**src/rtl/ps2_pkg.sv**
```systemverilog
// ps2_pkg: shared frame constants, FSM state encoding and parity helper for the PS/2 receiver
package ps2_pkg;
    localparam int PS2_DATA_BITS  = 8;
    localparam int PS2_FRAME_BITS = 11;
    typedef logic [1:0] ps2_state_t;
    localparam ps2_state_t ST_IDLE   = 2'd0;
    localparam ps2_state_t ST_DATA   = 2'd1;
    localparam ps2_state_t ST_PARITY = 2'd2;
    localparam ps2_state_t ST_STOP   = 2'd3;
    function automatic logic ps2_odd_parity(input logic [PS2_DATA_BITS-1:0] b);
        return ~^b;
    endfunction
endpackage

```
**src/rtl/ps2_line_filter.sv**
```systemverilog
// ps2_line_filter: synchronizes ps2c/ps2d, debounces ps2c and flags its falling edges
module ps2_line_filter #(
    parameter int FILTER_LEN = 4
) (
    input  logic clk,
    input  logic rst,
    input  logic ps2c,
    input  logic ps2d,
    output logic fclk,
    output logic fall,
    output logic sdata
);
    localparam int CW = $clog2(FILTER_LEN + 1);
    logic [1:0] c_sync, d_sync;
    logic [CW-1:0] cnt;
    logic change, settle;
    assign sdata  = d_sync[1];
    assign change = c_sync[1] != fclk;
    assign settle = change && cnt == CW'(FILTER_LEN - 1);
    always_ff @(posedge clk) begin
        if (rst) begin
            c_sync <= 2'b11;
            d_sync <= 2'b11;
            fclk   <= 1'b1;
            fall   <= 1'b0;
            cnt    <= '0;
        end else begin
            c_sync <= {c_sync[0], ps2c};
            d_sync <= {d_sync[0], ps2d};
            fall   <= settle && fclk;
            fclk   <= settle ? c_sync[1] : fclk;
            cnt    <= (change && !settle) ? cnt + 1'b1 : '0;
        end
    end
endmodule

```
**src/rtl/ps2_rx_frame.sv**
```systemverilog
// ps2_rx_frame: assembles PS/2 frames, checks stop/parity/timeout and holds one byte for a valid/ready consumer
module ps2_rx_frame
    import ps2_pkg::*;
#(
    parameter int FILTER_LEN     = 4,
    parameter int TIMEOUT_CYCLES = 50000
) (
    input  logic       clk,
    input  logic       rst,
    input  logic       ps2c,
    input  logic       ps2d,
    output logic [7:0] rx_data,
    output logic       rx_valid,
    input  logic       rx_ready,
    output logic       rx_busy,
    output logic       err_parity,
    output logic       err_frame,
    output logic       err_timeout,
    output logic       err_overrun
);
    localparam int TW = $clog2(TIMEOUT_CYCLES + 1);
    localparam int BW = $clog2(PS2_DATA_BITS);
    ps2_state_t state;
    logic [BW-1:0] bit_cnt;
    logic [PS2_DATA_BITS-1:0] shreg;
    logic par;
    logic [TW-1:0] tmo;
    logic fall, sdata, fclk_unused;
    ps2_line_filter #(.FILTER_LEN(FILTER_LEN)) u_filt (
        .clk  (clk),
        .rst  (rst),
        .ps2c (ps2c),
        .ps2d (ps2d),
        .fclk (fclk_unused),
        .fall (fall),
        .sdata(sdata)
    );
    assign rx_busy = state != ST_IDLE;
    always_ff @(posedge clk) begin
        if (rst) begin
            state       <= ST_IDLE;
            bit_cnt     <= '0;
            shreg       <= '0;
            par         <= 1'b0;
            tmo         <= '0;
            rx_data     <= '0;
            rx_valid    <= 1'b0;
            err_parity  <= 1'b0;
            err_frame   <= 1'b0;
            err_timeout <= 1'b0;
            err_overrun <= 1'b0;
        end else begin
            err_parity  <= 1'b0;
            err_frame   <= 1'b0;
            err_timeout <= 1'b0;
            err_overrun <= 1'b0;
            if (rx_valid && rx_ready) rx_valid <= 1'b0;
            tmo <= rx_busy ? tmo + 1'b1 : '0;
            // tmo restarts at 1 so err_timeout lands exactly TIMEOUT_CYCLES after the last fall
            if (fall) begin
                tmo <= TW'(1);
                case (state)
                    ST_IDLE: begin
                        if (sdata) err_frame <= 1'b1;
                        else begin
                            state   <= ST_DATA;
                            bit_cnt <= '0;
                        end
                    end
                    ST_DATA: begin
                        shreg   <= {sdata, shreg[PS2_DATA_BITS-1:1]};
                        bit_cnt <= bit_cnt + 1'b1;
                        if (bit_cnt == BW'(PS2_DATA_BITS - 1)) state <= ST_PARITY;
                    end
                    ST_PARITY: begin
                        par   <= sdata;
                        state <= ST_STOP;
                    end
                    default: begin
                        state <= ST_IDLE;
                        if (!sdata) err_frame <= 1'b1;
                        else if (par != ps2_odd_parity(shreg)) err_parity <= 1'b1;
                        else if (!rx_valid || rx_ready) begin
                            rx_data  <= shreg;
                            rx_valid <= 1'b1;
                        end else err_overrun <= 1'b1;
                    end
                endcase
            end else if (rx_busy && tmo == TW'(TIMEOUT_CYCLES - 1)) begin
                state       <= ST_IDLE;
                err_timeout <= 1'b1;
            end
        end
    end
endmodule
```
**config.mk**
```make
export PLATFORM = sky130hd
export DESIGN_NAME = ps2_rx_frame
export DESIGN_NICKNAME = d
export VERILOG_FILES = /design/src/rtl/ps2_pkg.sv /design/src/rtl/ps2_line_filter.sv /design/src/rtl/ps2_rx_frame.sv
export SDC_FILE = /design/constraint.sdc
export NUM_CORES = 1
export LEC_CHECK = 0
export BUFFER_PORTS_ARGS = -buffer_cell sky130_fd_sc_hd__buf_2
export CORE_MARGIN = 2
export CORE_UTILIZATION = 62
export CTS_BUF_LIST = sky130_fd_sc_hd__clkbuf_16
export DETAILED_ROUTE_END_ITERATION = 12
export PLACE_DENSITY_LB_ADDON = 0.25
export SLEW_MARGIN = 20
export SYNTH_ARGS = -nofsm -noshare
export SYNTH_HDL_FRONTEND = slang
export SYNTH_HIERARCHICAL = 1
export SYNTH_SLANG_ARGS = --single-unit
```
**constraint.sdc**
```tcl
create_clock -name clk -period 4.1 [get_ports clk]
set_input_delay 0.205 -clock clk [delete_from_list [all_inputs] [get_ports clk]]
set_output_delay 0.205 -clock clk [all_outputs]
set_load 0.02 [all_outputs]
```
=== After elaboration in Yosys (flattened, before gate mapping) ===
Cells that the tools add are included.

* Add/subtract/negate cells: 3
* Equal/unequal tests: 10
* Multiplexer cells: 21
* Bitwise operators: 6
* Reduce and logical (&&, ||, !) cells: 26

{| class="wikitable"
|+ Operator list
! kind !! number
|-
| adder 16 x 1 -> 16 bit, second input constant || 1
|-
| equality test 16 bit, second input constant || 1
|-
| 2-to-1 mux 1 bit || 13
|-
| 2-to-1 mux 2 bit || 4
|-
| OR reduction 2 bit || 4
|-
| XNOR reduction 8 bit || 1
|-
| OR reduction 7 bit || 1
|-
| adder 3 x 1 -> 3 bit, second input constant || 2
|-
| inequality test 3 bit, second input constant || 2
|-
| inverter 1 bit || 6
|-
| one-hot mux 2 bit (3 select lines) || 1
|-
| one-hot mux 3 bit (2 select lines) || 1
|-
| AND reduction 3 bit || 2
|-
| nonzero test 2 bit || 3
|-
| OR reduction 3 bit || 2
|-
| OR reduction 6 bit || 1
|-
| logical AND 1 bit || 5
|-
| AND reduction 5 bit || 1
|-
| AND reduction 2 bit || 2
|-
| equality test 3 x 2 -> 1 bit, second input constant || 1
|-
| equality test 3 bit, second input constant || 1
|-
| 2-to-1 mux 3 bit || 1
|-
| equality test 2 x 1 -> 1 bit, second input constant || 1
|-
| equality test 2 bit, second input constant || 1
|-
| other kinds (6) || 8
|}

* Bits in registers: 52
* Input bits: 5
* Output and inout bits: 14

=== Depth between registers and ports, before layout ===
* Word-level depth: 7
* Mapped depth: 8

=== Cells and area by module ===
The synthesis kept the hierarchy.

{| class="wikitable"
|+ By module, submodules not included
! module !! times used !! cells an instance !! area an instance (um^2) !! sequential area each (um^2)
|-
| ps2_rx_frame || 1 || 212 || 1879.3 || 860.8
|-
| ps2_line_filter || 1 || 23 || 299.0 || 180.2
|}

=== Worst setup path after synthesis ===
Ideal clock, no wire load.

* Path kind: register to register
* Start: reg state[0]
* End: reg state[0]
* Library setup time: 0.132 ns
* Arrival: 1.839 ns
* Slack: 2.129 ns
* Stages on the path, launching flop included: 8
* Path buffers: 1
* Clock period less this slack: 1.971 ns
* Cells stage by stage: dfxtp_1 -> inv_1 -> ha_1 -> clkbuf_1 -> or4_1 -> o31ai_1 -> or2_2 -> a21oi_1

* Cells in the longest elaborated chain, start to end: 4
* Elaborated cells between the ends (all ways): 11

{| class="wikitable"
|+ RTL lines
! element !! RTL line !! RTL
|-
| from (decl) || ps2_rx_frame.sv:23 || <nowiki>ps2_state_t state;</nowiki>
|-
| from (signal assigned) || ps2_rx_frame.sv:41 || <nowiki>state <= ST_IDLE;</nowiki>
|-
| from (signal assigned) || ps2_rx_frame.sv:66 || <nowiki>state <= ST_DATA;</nowiki>
|-
| from (signal assigned) || ps2_rx_frame.sv:73 || <nowiki>if (bit_cnt == BW'(PS2_DATA_BITS - 1)) state <= ST_PARITY;</nowiki>
|-
| branches (longest 4 deep; another with inequality test 3 bit) || - ||
|}

Parallel ways; which one is timed is not known.
A chain may end at the register's enable or synchronous reset.

=== Worst setup path in the final report ===
Ends and elaborated chain as after synthesis.

==> flow_summary.json <==
{
  "outcome": "completed",
  "diodes": 0,
  "netlist_area_mm2": 0.00218,
  "r2r_end": "state[0]$_SDFFE_PP0P_",
  "period_needed_ns": 2.18,
  "dr.first_iter.drc_count": 77,
  "cts_hold_buffers": 0,
  "r2r_setup_slack_ns": 1.92,
  "report.final.slew_viol_count": 0,
  "synth_top_area_cell": "dfxtp_1",
  "leakage_uw": 0.000888,
  "ys_seq_elements": 52,
  "die_x_um": 63.3,
  "wl_um": 3640,
  "ant_nets": 0,
  "synthCells": 235,
  "ff2ff_path_depth": 6,
  "grt-ovfl-total": 0,
  "die_h_um": 63.3,
  "cp.arrival_ns": 2.39,
  "period_share_pct": 53.3,
  "synth.top_cell.area_share_pct": 47.8,
  "total_power_uw": 906,
  "synth_most_common_cell": "dfxtp_1",
  "async_flop_share_pct": 0,
  "cp-startpoint": "state[0]$_SDFFE_PP0P_",
  "first_pass_iters": 5,
  "timing.rr.start": "state[0]$_SDFFE_PP0P_",
  "worst_pin_slew_ns": 0.626,
  "cp_max_fo": 9,
  "cts_max_level": 2,
  "end_kind": "register",
  "synth.area.top_cells": "dfxtp_1 48%, ha_1 5.2%, nor2_1 4.8%",
  "max_stage_delay_ns": 0.57,
  "grt_pass1_vias": 1548,
  "nets": 265,
  "row_count": 21,
  "post_cts_buffers": 0,
  "synth-main-ff-cell": "dfxtp_1",
  "area.growth.synth_to_final_pct": 11.6,
  "critPathRequiredTime_ns": 4.31,
  "pin_count": 19,
  "hold_class": "in2reg",
  "synth_edf_count": 0,
  "vias": 1628,
  "drv_cap": 0,
  "gp_congestion": 0.748,
  "final.setup_skew_ns": 0.00363,
  "synth_common_cells": "52 x dfxtp_1, 28 x nor2_1, 18 x nand2_1, 18 x nand3_1, 17 x a21oi_1",
  "cts_tree": "done",
  "finalInstanceArea_mm2": 0.00243,
  "clock_sinks": 52,
  "viasPerCell": 5.46,
  "grt_setup_unrepaired": "false",
  "synth.avg_cell_area_um2": 9.27,
  "max_freq_ghz": 0.458,
  "ctsResizeCount": 0,
  "slew_headroom_pct": 58.2,
  "finalSetupViolCount": 0,
  "ys_seq_area_share_pct": 47.8,
  "finalHoldViolCount": 0,
  "dieArea_mm2": 0.00400,
  "cts_root_buf": "clkbuf_16",
  "power_density_mw_per_mm2": 373,
  "io_buffers": 18,
  "hold_slack_ns": 0.101,
  "setup_tns_ns": 0,
  "cts_max_path_buffers": 2,
  "cp-start-kind": "register",
  "yosysWarnings": 6,
  "drc": 0,
  "crit_path_end": "state[0]$_SDFFE_PP0P_",
  "cp_cell_sequence": "inv_1, ha_1, or4_1, o31ai_1, o211ai_1, a21oi_1",
  "critPathKind": "reg2reg",
  "start_util_pct": 64.8,
  "wl_per_cell_um": 12.2,
  "grt_first_pass_wirelength_um": 6620,
  "grt_use_total_pct": 20.9,
  "synth_nets": 249,
  "coreArea_mm2": 0.00336,
  "synth_cell_type_count": 36,
  "cts_buffers": 5,
  "path_clk_slew_ns": 0.06,
  "max-vdd-ir-drop_v": 0.000295,
  "worstSkewPairLatency_ns": 0.28,
  "fillCellCount": 278,
  "antenna_found_initial": 0,
  "cp_slowest_cell": "or4_1",
  "hpwl_um": 2360,
  "grt_max_degree": 37,
  "placed_area_mm2": 0.00229,
  "drive_gt1_share_pct": 13.9
}
worst min path at each step:
| stage | startpoint | end | cells after the start |
|---|---|---|---|
| floorplan | rst | u_filt/cnt[1]$_SDFF_PP0_ | 1 |
| global placement | ps2c | u_filt/c_sync[0]$_SDFF_PP1_ | 2 |
| detailed placement | ps2c | u_filt/c_sync[0]$_SDFF_PP1_ | 2 |
| CTS | ps2c | u_filt/c_sync[0]$_SDFF_PP1_ | 2 |
| global route | ps2d | u_filt/d_sync[0]$_SDFF_PP1_ | 2 |
| finish | ps2c | u_filt/c_sync[0]$_SDFF_PP1_ | 2 |
cell families (layout without fill, tap and decap cells):
kind of cell	Yosys count	after routing	share of synthesized area [%]
xor+xnor	16	16	7.75
mux	10	10	5.17
fa+ha+maj	9	9	5.17
compound gates	31	31	8.04
flops	52	52	47.8
buf+inv	17	34	2.99
simple gates	100	100	23.1
placed cells by master, fill, tap and decap left out, drive strengths merged, types with 8 or more instances in the layout:
cell / Yosys / layout
a21oi: 17 / 17
buf: 2 / 18
dfxtp: 52 / 52
ha: 9 / 9
inv: 8 / 9
mux2i: 10 / 10
nand2: 18 / 18
nand3: 18 / 18
nor2: 28 / 28
o21ai: 8 / 8
xnor2: 8 / 8
report_power, final:
part | switching [uW] | total (uW) | internal, uW
Combinational | 6.04 | 9.60 | 3.57
Sequential | 1.39 | 509 | 507
Clock | 166 | 388 | 222
sequential cells by signal, indices dropped and copies added (netlist names), 2 cells and up:
signal / cells
shreg: 8
bit_cnt: 3
u_filt/cnt: 3
u_filt/d_sync: 2
u_filt/c_sync: 2
rx_data: 8
state: 2
tmo: 16
final cells by class:
cell class | instances | area (um^2) | area share (%)
flip-flops and latches | 52 | 1040 | 42.8
clock buffers | 5 | 125 | 5.15
multi-input cells | 166 | 1070 | 44.1
repair buffers | 18 | 90.1 | 3.71
clock inverters | 3 | 15.0 | 0.618
inverters | 8 | 30.0 | 1.24
well taps | 46 | 57.6 | 2.37
metrics by stage:
stage | cells | util, % | worst slack, ns
2_1_floorplan | 235 | - | 2.13
3_3_place_gp | 290 | 68.1 | 2.08
3_5_place_dp | 290 | 68.1 | 1.95
4_1_cts | 298 | 72.3 | 1.92
5_1_grt | 298 | 72.3 | 1.72
6_report | 298 | 72.3 | 1.92
critical path, delay by kind of cell (launching register included):
family | cells | cell delay (ns)
compound gates | 3 | 0.78
buf+inv | 1 | 0.09
simple gates | 1 | 0.57
flops | 1 | 0.36
fa+ha+maj | 1 | 0.30
per-layer routing:
layer / GRT usage, % / wire length (um) / vias to the layer above
met5: 0 / 0 / -
met4: 8.97 / 55 / 0
met3: 6.61 / 123 / 4
met2: 35.6 / 1850 / 28
met1: 24.2 / 1610 / 755
li1: - / - / 841
No activity file was read; power rests on OpenSTA's default activity.
